[src/rtl/dcache_write_stage_pkg.sv]
// Shared configuration for the D-cache write stage: default geometry,
// address-field positions, the line payload type and the FSM state enum.
package dcache_write_stage_pkg;

  // Default cache geometry
  localparam int unsigned CFG_TAG_W  = 19;  // addr[31:13]
  localparam int unsigned CFG_IDX_W  = 9;   // addr[12:4]
  localparam int unsigned CFG_WAYS   = 4;   // one-hot way vector

  // Data path widths
  localparam int unsigned ADDR_W         = 32;
  localparam int unsigned WORD_W         = 32;
  localparam int unsigned LINE_WORDS     = 4;
  localparam int unsigned BYTES_PER_WORD = 4;
  localparam int unsigned BYTE_W         = 8;
  localparam int unsigned WORD_SEL_W     = 2;

  // Address field positions
  localparam int unsigned WORD_LSB = 2;   // word select   addr[3:2]
  localparam int unsigned IDX_LSB  = 4;   // set index     addr[12:4]
  localparam int unsigned TAG_LSB  = 13;  // tag           addr[31:13]
  localparam int unsigned OFFSET_W = 4;   // byte offset within a line

  // One cache line, word n holds bytes 4n..4n+3
  typedef logic [LINE_WORDS-1:0][WORD_W-1:0] line_t;

  typedef enum logic [1:0] {
    ST_IDLE  = 2'd0,
    ST_WB    = 2'd1,
    ST_WRITE = 2'd2,
    ST_RESP  = 2'd3
  } state_e;

endpackage

[src/rtl/dcache_store_merge.sv]
// Byte-merge of store data into one word of a cache line.
// Ports:
//   line          - captured line (hit data or refill data)
//   word_sel      - word of the line addressed by the store (addr[3:2])
//   store_data    - store word, byte i in bits [8i+7:8i]
//   store_mask    - byte enables, byte i replaced when store_mask[i]
//   merged_line_c - line with the selected word's enabled bytes replaced
module dcache_store_merge
  import dcache_write_stage_pkg::*;
(
  input  line_t                   line,
  input  logic [WORD_SEL_W-1:0]   word_sel,
  input  logic [WORD_W-1:0]       store_data,
  input  logic [BYTES_PER_WORD-1:0] store_mask,
  output line_t                   merged_line_c
);

  // Untouched words pass through; only enabled bytes of the selected word change
  always_comb begin
    merged_line_c = line;
    for (int b = 0; b < int'(BYTES_PER_WORD); b++) begin
      if (store_mask[b]) begin
        merged_line_c[word_sel][b*BYTE_W +: BYTE_W] = store_data[b*BYTE_W +: BYTE_W];
      end
    end
  end

endmodule

[src/rtl/dcache_write_stage.sv]
// D-cache write stage: takes one request at a time from the upstream arbiter,
// writes back a dirty victim if the miss needs it, performs the data/dir array
// write (store merge or refill), then returns the load or store response.
// Ports:
//   clock, reset          - sole clock, asynchronous active-low reset
//   io_in_*               - request handshake, address, directory result, line, store info
//   io_wb_*               - dirty-victim writeback (valid/ready)
//   io_arrWrite_*         - one-cycle data/dir array write, no back-pressure
//   io_loadResp_*         - load response (valid/ready)
//   io_storeResp_*        - store completion (valid/ready)
module dcache_write_stage
  import dcache_write_stage_pkg::*;
#(
  parameter int unsigned TAG_W = CFG_TAG_W,
  parameter int unsigned IDX_W = CFG_IDX_W,
  parameter int unsigned WAYS  = CFG_WAYS
) (
  input  logic                      clock,
  input  logic                      reset,

  output logic                      io_in_ready,
  input  logic                      io_in_valid,
  input  logic [ADDR_W-1:0]         io_in_bits_addr,
  input  logic                      io_in_bits_dirInfo_hit,
  input  logic [WAYS-1:0]           io_in_bits_dirInfo_chosenWay,
  input  logic                      io_in_bits_dirInfo_isDirtyWay,
  input  logic [TAG_W-1:0]          io_in_bits_dirtyTag,
  input  logic [WORD_W-1:0]         io_in_bits_data_0,
  input  logic [WORD_W-1:0]         io_in_bits_data_1,
  input  logic [WORD_W-1:0]         io_in_bits_data_2,
  input  logic [WORD_W-1:0]         io_in_bits_data_3,
  input  logic                      io_in_bits_isStore,
  input  logic [WORD_W-1:0]         io_in_bits_storeData,
  input  logic [BYTES_PER_WORD-1:0] io_in_bits_storeMask,

  output logic                      io_wb_valid,
  input  logic                      io_wb_ready,
  output logic [ADDR_W-1:0]         io_wb_bits_addr,
  output logic [WORD_W-1:0]         io_wb_bits_data_0,
  output logic [WORD_W-1:0]         io_wb_bits_data_1,
  output logic [WORD_W-1:0]         io_wb_bits_data_2,
  output logic [WORD_W-1:0]         io_wb_bits_data_3,

  output logic                      io_arrWrite_valid,
  output logic [IDX_W-1:0]          io_arrWrite_bits_set,
  output logic [WAYS-1:0]           io_arrWrite_bits_way,
  output logic [TAG_W-1:0]          io_arrWrite_bits_tag,
  output logic                      io_arrWrite_bits_dirty,
  output logic [WORD_W-1:0]         io_arrWrite_bits_data_0,
  output logic [WORD_W-1:0]         io_arrWrite_bits_data_1,
  output logic [WORD_W-1:0]         io_arrWrite_bits_data_2,
  output logic [WORD_W-1:0]         io_arrWrite_bits_data_3,

  output logic                      io_loadResp_valid,
  input  logic                      io_loadResp_ready,
  output logic [WORD_W-1:0]         io_loadResp_bits_data,

  output logic                      io_storeResp_valid,
  input  logic                      io_storeResp_ready
);

  state_e state_q;
  state_e state_d;

  // Request register
  logic [ADDR_W-1:0]         req_addr;
  logic                      req_hit;
  logic [WAYS-1:0]           req_way;
  logic                      req_is_dirty_way;
  logic [TAG_W-1:0]          req_dirty_tag;
  line_t                     req_line;
  logic                      req_is_store;
  logic [WORD_W-1:0]         req_store_data;
  logic [BYTES_PER_WORD-1:0] req_store_mask;

  logic                      in_fire;
  logic [WORD_SEL_W-1:0]     req_word_sel;
  line_t                     merged_line;
  line_t                     arr_line;

  assign in_fire      = io_in_valid && (state_q == ST_IDLE);
  assign req_word_sel = req_addr[WORD_LSB +: WORD_SEL_W];

  // Request capture; only the accepting handshake loads it, so a request
  // offered while busy never disturbs the one in flight
  always_ff @(posedge clock or negedge reset) begin
    if (!reset) begin
      req_addr         <= '0;
      req_hit          <= 1'b0;
      req_way          <= '0;
      req_is_dirty_way <= 1'b0;
      req_dirty_tag    <= '0;
      req_line         <= '0;
      req_is_store     <= 1'b0;
      req_store_data   <= '0;
      req_store_mask   <= '0;
    end else if (in_fire) begin
      req_addr         <= io_in_bits_addr;
      req_hit          <= io_in_bits_dirInfo_hit;
      req_way          <= io_in_bits_dirInfo_chosenWay;
      req_is_dirty_way <= io_in_bits_dirInfo_isDirtyWay;
      req_dirty_tag    <= io_in_bits_dirtyTag;
      req_line         <= {io_in_bits_data_3, io_in_bits_data_2,
                           io_in_bits_data_1, io_in_bits_data_0};
      req_is_store     <= io_in_bits_isStore;
      req_store_data   <= io_in_bits_storeData;
      req_store_mask   <= io_in_bits_storeMask;
    end
  end

  // FSM state register
  always_ff @(posedge clock or negedge reset) begin
    if (!reset) begin
      state_q <= ST_IDLE;
    end else begin
      state_q <= state_d;
    end
  end

  // FSM next state
  always_comb begin
    state_d = state_q;
    case (state_q)
      ST_IDLE: begin
        if (in_fire) begin
          if (!io_in_bits_dirInfo_hit && io_in_bits_dirInfo_isDirtyWay) begin
            state_d = ST_WB;
          end else if (io_in_bits_isStore || !io_in_bits_dirInfo_hit) begin
            state_d = ST_WRITE;
          end else begin
            state_d = ST_RESP;
          end
        end
      end
      ST_WB: begin
        if (io_wb_ready) begin
          state_d = ST_WRITE;
        end
      end
      ST_WRITE: begin
        state_d = ST_RESP;
      end
      ST_RESP: begin
        if (req_is_store ? io_storeResp_ready : io_loadResp_ready) begin
          state_d = ST_IDLE;
        end
      end
      default: begin
        state_d = ST_IDLE;
      end
    endcase
  end

  // FSM outputs: handshake valids decoded from the state register
  always_comb begin
    io_in_ready        = 1'b0;
    io_wb_valid        = 1'b0;
    io_arrWrite_valid  = 1'b0;
    io_loadResp_valid  = 1'b0;
    io_storeResp_valid = 1'b0;
    case (state_q)
      ST_IDLE:  io_in_ready       = 1'b1;
      ST_WB:    io_wb_valid       = 1'b1;
      ST_WRITE: io_arrWrite_valid = 1'b1;
      ST_RESP: begin
        io_loadResp_valid  = !req_is_store;
        io_storeResp_valid = req_is_store;
      end
      default: begin
        io_in_ready = 1'b0;
      end
    endcase
  end

  dcache_store_merge u_store_merge (
    .line          (req_line),
    .word_sel      (req_word_sel),
    .store_data    (req_store_data),
    .store_mask    (req_store_mask),
    .merged_line_c (merged_line)
  );

  // Loads refill the captured line as-is; stores write the merged line
  assign arr_line = req_is_store ? merged_line : req_line;

  // Payloads come straight from the request register, so they stay stable
  // for as long as the matching valid is held
  assign io_wb_bits_addr   = ADDR_W'({req_dirty_tag,
                                      req_addr[IDX_LSB +: IDX_W],
                                      OFFSET_W'(0)});
  assign io_wb_bits_data_0 = req_line[0];
  assign io_wb_bits_data_1 = req_line[1];
  assign io_wb_bits_data_2 = req_line[2];
  assign io_wb_bits_data_3 = req_line[3];

  assign io_arrWrite_bits_set    = req_addr[IDX_LSB +: IDX_W];
  assign io_arrWrite_bits_way    = req_way;
  assign io_arrWrite_bits_tag    = req_addr[TAG_LSB +: TAG_W];
  assign io_arrWrite_bits_dirty  = req_is_store;
  assign io_arrWrite_bits_data_0 = arr_line[0];
  assign io_arrWrite_bits_data_1 = arr_line[1];
  assign io_arrWrite_bits_data_2 = arr_line[2];
  assign io_arrWrite_bits_data_3 = arr_line[3];

  assign io_loadResp_bits_data = req_line[req_word_sel];

  // Directory flags only steer the accept decision; the captured copies and
  // the byte offset are kept in the request register but not consumed later
  logic unused_req_bits;
  assign unused_req_bits = ^{req_addr[WORD_LSB-1:0], req_hit, req_is_dirty_way};

endmodule

[config.mk]
export PLATFORM = sky130hd
export DESIGN_NAME = dcache_write_stage
export DESIGN_NICKNAME = d
export VERILOG_FILES = /design/src/rtl/dcache_write_stage_pkg.sv /design/src/rtl/dcache_store_merge.sv /design/src/rtl/dcache_write_stage.sv
export SDC_FILE = /design/constraint.sdc
export NUM_CORES = 1
export LEC_CHECK = 0
export CELL_PAD_IN_SITES_DETAIL_PLACEMENT = 1
export CELL_PAD_IN_SITES_GLOBAL_PLACEMENT = 1
export CORE_AREA = 5 5 227 229
export DETAILED_ROUTE_END_ITERATION = 8
export DIE_AREA = 0 0 232 234
export PLACE_DENSITY_LB_ADDON = 0.15
export SLEW_MARGIN = 20
export SYNTH_ARGS = -nofsm -noshare
export SYNTH_HDL_FRONTEND = slang
export SYNTH_HIERARCHICAL = 1
export SYNTH_SLANG_ARGS = --single-unit
[constraint.sdc]
create_clock -name clock -period 2.4 [get_ports clock]
set_input_delay 0.48 -clock clock [delete_from_list [all_inputs] [get_ports clock]]
set_output_delay 0.48 -clock clock [all_outputs]
set_load 0.01 [all_outputs]
==> implementation parameters, run 1 <==
Parameter                              Value

Synthesis
  Register area share after synthesis    42.3%
  Area share of the leading cell type in the synthesized netlist    between 40 and 50%
  Leading cell types by count after synthesis    sky130_fd_sc_hd__mux2_2 (374), sky130_fd_sc_hd__dfrtp_1 (220), sky130_fd_sc_hd__mux2_4 (100)
  Avg Synthesized Cell Area    15.2 sq um
  Cell count after synthesis    approximately 860
  Register bit count reported by yosys    220
  Leading cell type by number of instances after synthesis    sky130_fd_sc_hd__mux2_2
  Ys Warns    6
  Post-synth top area cell    sky130_fd_sc_hd__dfrtp_1
  Number of enable flip-flop cells after synthesis    0
  Proportion of register bits with asynchronous set or reset after synthesis    100%
  Cell variety after synth    26
  Dominant synthesized flop cell    sky130_fd_sc_hd__dfrtp_1
  Synth area leaders    sky130_fd_sc_hd__dfrtp_1 (42%), sky130_fd_sc_hd__mux2_2 (32%), sky130_fd_sc_hd__mux2_4 (12%)
  Cell area after technology mapping    ~0.013 sq mm

Place
  Final weighted congestion in routability-driven placement    ~0.77
  Placed cell areas    between 0.015 and 0.02 sq mm
  Number of buffers inserted by port buffering    579
  Post-DP HPWL    between 30 and 40 mm
  Placed Instances    about 2100
  Worst slack after detailed placement    -0.341 ns

Drt
  Vias per std cell    roughly 4.5
  Drt pass-1 iters    4
  Routed length per instance    24.3 um
  Remaining design rule violation count    0
  Iteration-0 DRC Markers    between 200 and 300
  Total wire length after detailed routing    53.4 mm
  Vias post-DR    a little under 10000
  Residual antenna-violating net count after detailed routing    0

Global routing
  Maximum number of pins on one net before global-route repair    67
  Grt ovf    0
  Via count of the first global-routing pass    11044
  Global-route wire length before repair    around 76 mm
  Antenna violations before repair    10
  Total track usage    18.5%

Pwr
  Share of total power in combinational logic    approximately two thirds
  Share of total power consumed by net switching    a little over a third
  Net switching power figure    ~14000 uW
  Internal power component    between 20000 and 30000 uW
  Leakage power of the design    approximately 0.010 uW
  Fraction of power consumed by the clock network    between 10% and 20%
  Maximum VDD drop    0.736 mV
  Power density of the placed cells    between 1500 and 2000 mW/mm^2
  Reg power frac    20.9%

Critical path
  R2R Path Start    io_arrWrite_bits_dirty$_DFFE_PN0P_
  Startpoint type of the worst setup path    register
  Required time of the critical path    1.92 ns
  Data arrival time of the critical path    2.43 ns
  Crit Path Class    register to primary output
  Nature of the critical path endpoint    primary output
  R2r setup slk    ~0.45 ns
  Reg2Reg Depth    5
  End of the worst register-to-register path    state_q[0]$_DFFE_PN0P_
  Crit-path max FO    7

Floorplanning
  Standard cell core area    about 0.049 sq mm
  Vert. Die Dim    between 200 and 250 um
  Number of top-level pins    approximately 600
  Initial core utilization    26.3%
  Total die area    between 0.05 and 0.06 sq mm
  Cell row count    82
  Die X-Extent    about 230 um

STA
  Setup TNS    -59.63 ns
  Number of pins exceeding their max-slew limit in the final report    0
  Minimum period implied by the final worst setup slack    about 2.9 ns
  Minimum setup slack in the final design    -0.513 ns
  Highest clock rate    0.343 GHz
  Worst hold slack after final layout    ~0.44 ns
  Number of endpoints with negative hold slack in the final report    0
  RSZ-0062 raised after global routing    true
  Worst Tran Pin Value    between 0.5 and 0.6 ns
  Number of failing setup endpoints in the final timing report    160
  Rel. slew slack    about two thirds
  Final worst path period share    121%
  Final worst clock skew    between 0.005 and 0.006 ns

Layout
  Final Net Count    1729
  Area growth from synthesis to layout    73.4%
  Filler-free cell count of the finished design    between 2000 and 2500
  Filler instances    between 5000 and 6000
  Fraction of final layout cells sized beyond drive strength 1    between 50% and 60%
  Post-Layout Inst Area    between 0.02 and 0.025 sq mm

Flow run
  Max Cap Violations    0

Clocking
  Total CTS buffers    29
  CTS Root Cell    sky130_fd_sc_hd__clkbuf_16
  H-tree depth reported by CTS    1
  Clock tree buffer depth    3
  CTS tree    yes
  Clock Pin Slew Worst Setup and Hold Paths    roughly 0.06 ns
  Number of sinks on the clock net    220
  Clock insertion delay at the later pin of the skew report    0.56 ns

Run status
  Violated checks    negative setup slack
  Run status    complete, but fails checks

Hold path
  Class of the tightest hold or removal check    input port to asynchronous set/reset pin
through the flow:
| stage | power (uW) | utilization, % |
|---|---|---|
| finish | 39300 | 45.6 |
| global route | 41300 | 45.6 |
| CTS | 38500 | 44.6 |
| detailed placement | 31100 | 40.1 |
| global placement | 31000 | 40.1 |
| floorplan | 18900 | - |
worst max-delay path, stage by stage (launching register included):
cell and delay (ns):
sky130_fd_sc_hd__dfrtp_4 0.53, sky130_fd_sc_hd__buf_12 0.16, sky130_fd_sc_hd__nor3b_4 0.23, sky130_fd_sc_hd__buf_12 0.17
sky130_fd_sc_hd__buf_6 0.11, sky130_fd_sc_hd__mux2_4 0.29, sky130_fd_sc_hd__mux2_4 0.27, sky130_fd_sc_hd__buf_6 0.12
cell usage in the layout, fill, tap and decap left out, drive strengths merged:
cell type,instances
mux2,474
clkdlybuf4s50,414
buf,278
dfrtp,220
clkbuf,48
mux4,32
nand3b,9
diode,7
clkinv,5
nor3b,5
conb,4
nand3,4
ha,4
nor2b,3
inv,3
mux2i,2
dlymetal6s2s,2
dlygate4sd2,2
nand2,2
and2,1
or2,1
a31oi,1
and3b,1
a2111oi,1
o21ai,1
bufbuf,1
dlygate4sd3,1
cell type report:
cell class                      instances  area (sq um)  area share (%)
Inverter                                3          11.3          0.0499
Tap cell                              672           841            3.73
Clock buffer                           48           867            3.84
Antenna cell                            7          17.5          0.0777
Multi-Input combinational cell        545          7710            34.2
Sequential cell                       220          5520            24.5
Clock inverter                          5          25.0           0.111
Timing Repair Buffer                  698          7570            33.6
cell families after synthesis:
kind of cell | synth area share, %
multiplexers | 49.6
flip-flops | 42.3
buffers and inverters | 5.13
AND/OR/NAND/NOR | 2.33
adder cells (fa/ha/maj) | 0.385
AO/OA/AOI/OAI | 0.202
other | 0.0288
how the worst max path moves through the flow:
| stage | start | end | slack, ns |
|---|---|---|---|
| floorplan | req_addr[2]$_DFFE_PN0P_ | io_arrWrite_bits_data_0[0] | 0.39 |
| global placement | req_addr[2]$_DFFE_PN0P_ | io_arrWrite_bits_data_0[14] | -0.32 |
| detailed placement | req_addr[2]$_DFFE_PN0P_ | io_arrWrite_bits_data_0[14] | -0.34 |
| CTS | req_addr[3]$_DFFE_PN0P_ | io_arrWrite_bits_data_0[23] | -0.56 |
| global route | req_addr[3]$_DFFE_PN0P_ | io_arrWrite_bits_data_0[23] | -0.59 |
| finish | req_addr[3]$_DFFE_PN0P_ | io_arrWrite_bits_data_0[23] | -0.51 |
flip-flops by register name, indices dropped and copies added, names as in the netlist:
register,flops
io_arrWrite_bits_dirty,1
io_wb_bits_data_1,32
state_q,2
req_addr,30
req_store_mask,4
req_store_data,32
io_wb_bits_data_0,32
req_dirty_tag,19
io_wb_bits_data_3,32
io_arrWrite_bits_way,4
io_wb_bits_data_2,32
power by group through the flow:
stage	Sequential [uW]	Clock, uW	Combinational, uW
finish	8210	4150	26900
global route	8570	4440	28200
CTS	8190	4310	26000
detailed placement	8180	0	22900
global placement	8100	0	22900
floorplan	7820	0	11000
routing by layer:
layer  wire length, um  vias up  track usage (%)  part of all wire (%)
li1                  -     4423                -                     -
met1             21400     5108             22.2                    40
met2             26800      311             32.3                    50
met3              4180       53             6.48                   7.8
met4               955        8             4.04                   1.8
met5                52        -                0                 0.097
what timing repair did:
item	CTS	global route
setup endpoints to repair	164	163
hold buffers	1	0
hold endpoints to repair	45	0
resized for setup	1053	133
pin swaps	5	2
setup buffers	43	12
gates cloned	3	0
No activity file was read; power rests on OpenSTA's default activity.
==> run 2, diff against run 1 <==
- GPL_ROUTABILITY_DRIVEN: default -> 1
==> results of run 2 <==
No change in the layout: final DEF, timing and power equal those of run 1.
==> run 3, diff against run 2 <==
- CAP_MARGIN: default -> 5
- CORE_AREA: 5 5 227 229 -> 5 5 223 225
- DIE_AREA: 0 0 232 234 -> 0 0 228 230
==> run 3 against run 2 <==
Net effect:
- via count increased by 0.57%
- sequential share of layout area is 0.16 points higher
- the flow still finishes with violations (negative setup slack)
- critical endpoint is now io_arrWrite_bits_data_1[14]
- largest cell class unchanged
- power decreased by 0.74%
- combinational power decreased by 1%
==> implementation parameters, run 3 (synthesized netlist as in run 1, its figures left out) <==
Parameter                              Value

Drt
  Vias per std cell    4.63 (+2.8%)
  Drt pass-1 iters    6 (+2)
  Remaining design rule violation count    0 (unchanged)
  Max Used Layer    met5
  Wire length on met1    21.2 mm (-0.65%)
  Total wire length after detailed routing    54.3 mm (+1.8%)
  Routed length per instance    25.3 um (+4.1%)
  Met3 routed wirelength    4.43 mm (+6.1%)
  Residual antenna-violating net count after detailed routing    0 (unchanged)
  Vias post-DR    9959 (+0.57%)
  Iteration-0 DRC Markers    331 (+24%)
  DR WL met2    27.4 mm (+2.3%)

Global routing
  Maximum number of pins on one net before global-route repair    56 (-16%)
  Grt ovf    0 (unchanged)
  Via count of the first global-routing pass    11348 (+2.8%)
  Antenna violations before repair    15 (+5)
  Total track usage    19.6% (+1.1 points)
  Global-route wire length before repair    79.5 mm (+3.9%)

Floorplanning
  Vert. Die Dim    230 um (-1.7%)
  Initial core utilization    27.5% (+1.2 points)
  Number of top-level pins    586 (unchanged)
  Die X-Extent    228 um (-1.7%)
  Standard cell core area    0.0473 sq mm (-4.3%)
  Total die area    0.0524 sq mm (-3.4%)
  Cell row count    80 (-2.4%)

Place
  Number of buffers inserted by port buffering    579 (unchanged)
  Placed cell areas    0.0198 sq mm (-0.46%)
  Final weighted congestion in routability-driven placement    0.759 (-2.0%)
  Post-DP HPWL    39.0 mm (about the same)

Layout
  Final Net Count    1739 (+0.58%)
  Finished Core Util    47.3% (+1.7 points)
  Fraction of final layout cells sized beyond drive strength 1    56.3% (+0.33 points)
  Most common cell after layout, fill and taps aside    sky130_fd_sc_hd__clkdlybuf4s50_1
  Area growth from synthesis to layout    72.3%
  Post-Layout Inst Area    0.0224 sq mm (-0.62%)
  Commonest non-fill, non-tap cells in the layout    sky130_fd_sc_hd__clkdlybuf4s50_1 (414), sky130_fd_sc_hd__mux2_4 (287), sky130_fd_sc_hd__dfrtp_1 (216)

Clocking
  Clock insertion delay at the later pin of the skew report    0.57 ns (about the same)
  Clock tree buffer depth    3 (unchanged)
  Clock Pin Slew Worst Setup and Hold Paths    0.06 ns (about the same)
  Total CTS buffers    30 (+3.4%)
  CTS tree    yes
  Number of sinks on the clock net    220 (unchanged)
  CTS Root Cell    sky130_fd_sc_hd__clkbuf_16
  H-tree depth reported by CTS    1 (unchanged)

Critical path
  Crit Path Class    register to primary output
  Nature of the critical path endpoint    primary output
  Startpoint type of the worst setup path    register
  Data arrival time of the critical path    2.45 ns (+0.02 ns)
  Required time of the critical path    1.92 ns (about the same)
  Crit-path max FO    8 (+1)

STA
  Final worst path period share    122% (+0.76 points)
  RSZ-0062 raised after global routing    true
  Number of failing setup endpoints in the final timing report    160 (unchanged)
  Minimum period implied by the final worst setup slack    2.93 ns (+0.0183 ns)
  Minimum setup slack in the final design    -0.531 ns (-0.0183 ns)
  Final worst clock skew    0.00887 ns (+0.00303 ns)
  Worst hold slack after final layout    0.396 ns (-0.0413 ns)
  Number of endpoints with negative hold slack in the final report    0 (unchanged)
  Number of pins exceeding their max-slew limit in the final report    0 (unchanged)
  Highest clock rate    0.341 GHz (-0.62%)

Pwr
  Power density of the placed cells    1740 mW/mm^2 (-0.12%)
  Leakage power of the design    0.0103 uW (-0.88%)
  Maximum VDD drop    0.852 mV (+16%)

Hold path
  Class of the tightest hold or removal check    input port to asynchronous set/reset pin

Run status
  Run status    complete, but fails checks
  Violated checks    negative setup slack

Flow run
  Max Cap Violations    0 (unchanged)
## run 3: final timing paths
kind                                                     from                       endpoint  slack (ns)  cells after the start
setup reg to reg           io_arrWrite_bits_dirty$_DFFE_PN0P_         state_q[0]$_DFFE_PN0P_        0.49                      4
max in group asynchronous                               reset  req_store_mask[0]$_DFFE_PN0P_        1.29                      3
hold / removal                                          reset   req_dirty_tag[0]$_DFFE_PN0P_        0.40                      2
min in group clock                   req_addr[17]$_DFFE_PN0P_       req_addr[17]$_DFFE_PN0P_        0.50                      1
hold reg to reg                      req_addr[17]$_DFFE_PN0P_       req_addr[17]$_DFFE_PN0P_        0.50                      1
setup / recovery                      req_addr[3]$_DFFE_PN0P_    io_arrWrite_bits_data_1[14]       -0.53                      7
## run 3: per-layer routing
metal,up-vias,GRT usage (%)
li1,4451,-
met5,-,0
met3,68,7.55
met4,12,4.84
met1,5093,22.6
met2,335,34.4
## run 3: power by group
part	internal (uW)	switching, uW
registers	5660	2510
logic	16800	9800
clock network	2520	1750
total	24900	14100
## run 3: area by class of cell
class	count	area, sq um
Antenna cell	10	25.0
Clock buffer	47	896
Clock inverter	4	22.5
Fill cell	4785	24900
Inverter	3	11.3
Multi-Input combinational cell	545	7610
Sequential cell	220	5520
Tap cell	615	769
Timing Repair Buffer	707	7570
## run 3: critical path: stages (launching register included)
cell and delay (ns):
sky130_fd_sc_hd__dfrtp_4 0.50, sky130_fd_sc_hd__buf_12 0.16, sky130_fd_sc_hd__buf_8 0.12, sky130_fd_sc_hd__nand3b_4 0.24, sky130_fd_sc_hd__buf_6 0.19, sky130_fd_sc_hd__mux2_2 0.27, sky130_fd_sc_hd__mux2_4 0.27, sky130_fd_sc_hd__buf_6 0.12
## run 3: through the flow
stage | power, uW | cells | setup WS (ns) | setup TNS, ns
global placement | 31000 | 2022 | -0.278 | -24.56
floorplan | 18900 | 860 | 0.395 | 0
detailed placement | 31100 | 2022 | -0.289 | -26.56
CTS | 38100 | 2128 | -0.561 | -63.88
finish | 39000 | 2151 | -0.531 | -55.57
global route | 41000 | 2149 | -0.594 | -68.97
## run 3: timing repair
item | in CTS | in global routing
endpoints found under the setup margin | 165 | 160
buffers inserted | 51 | 20
pin swaps | 5 | 3
hold buffers | 1 | 0
gates cloned | 4 | 0
hold endpoints to repair | 31 | 0
gates resized for setup | 1006 | 134
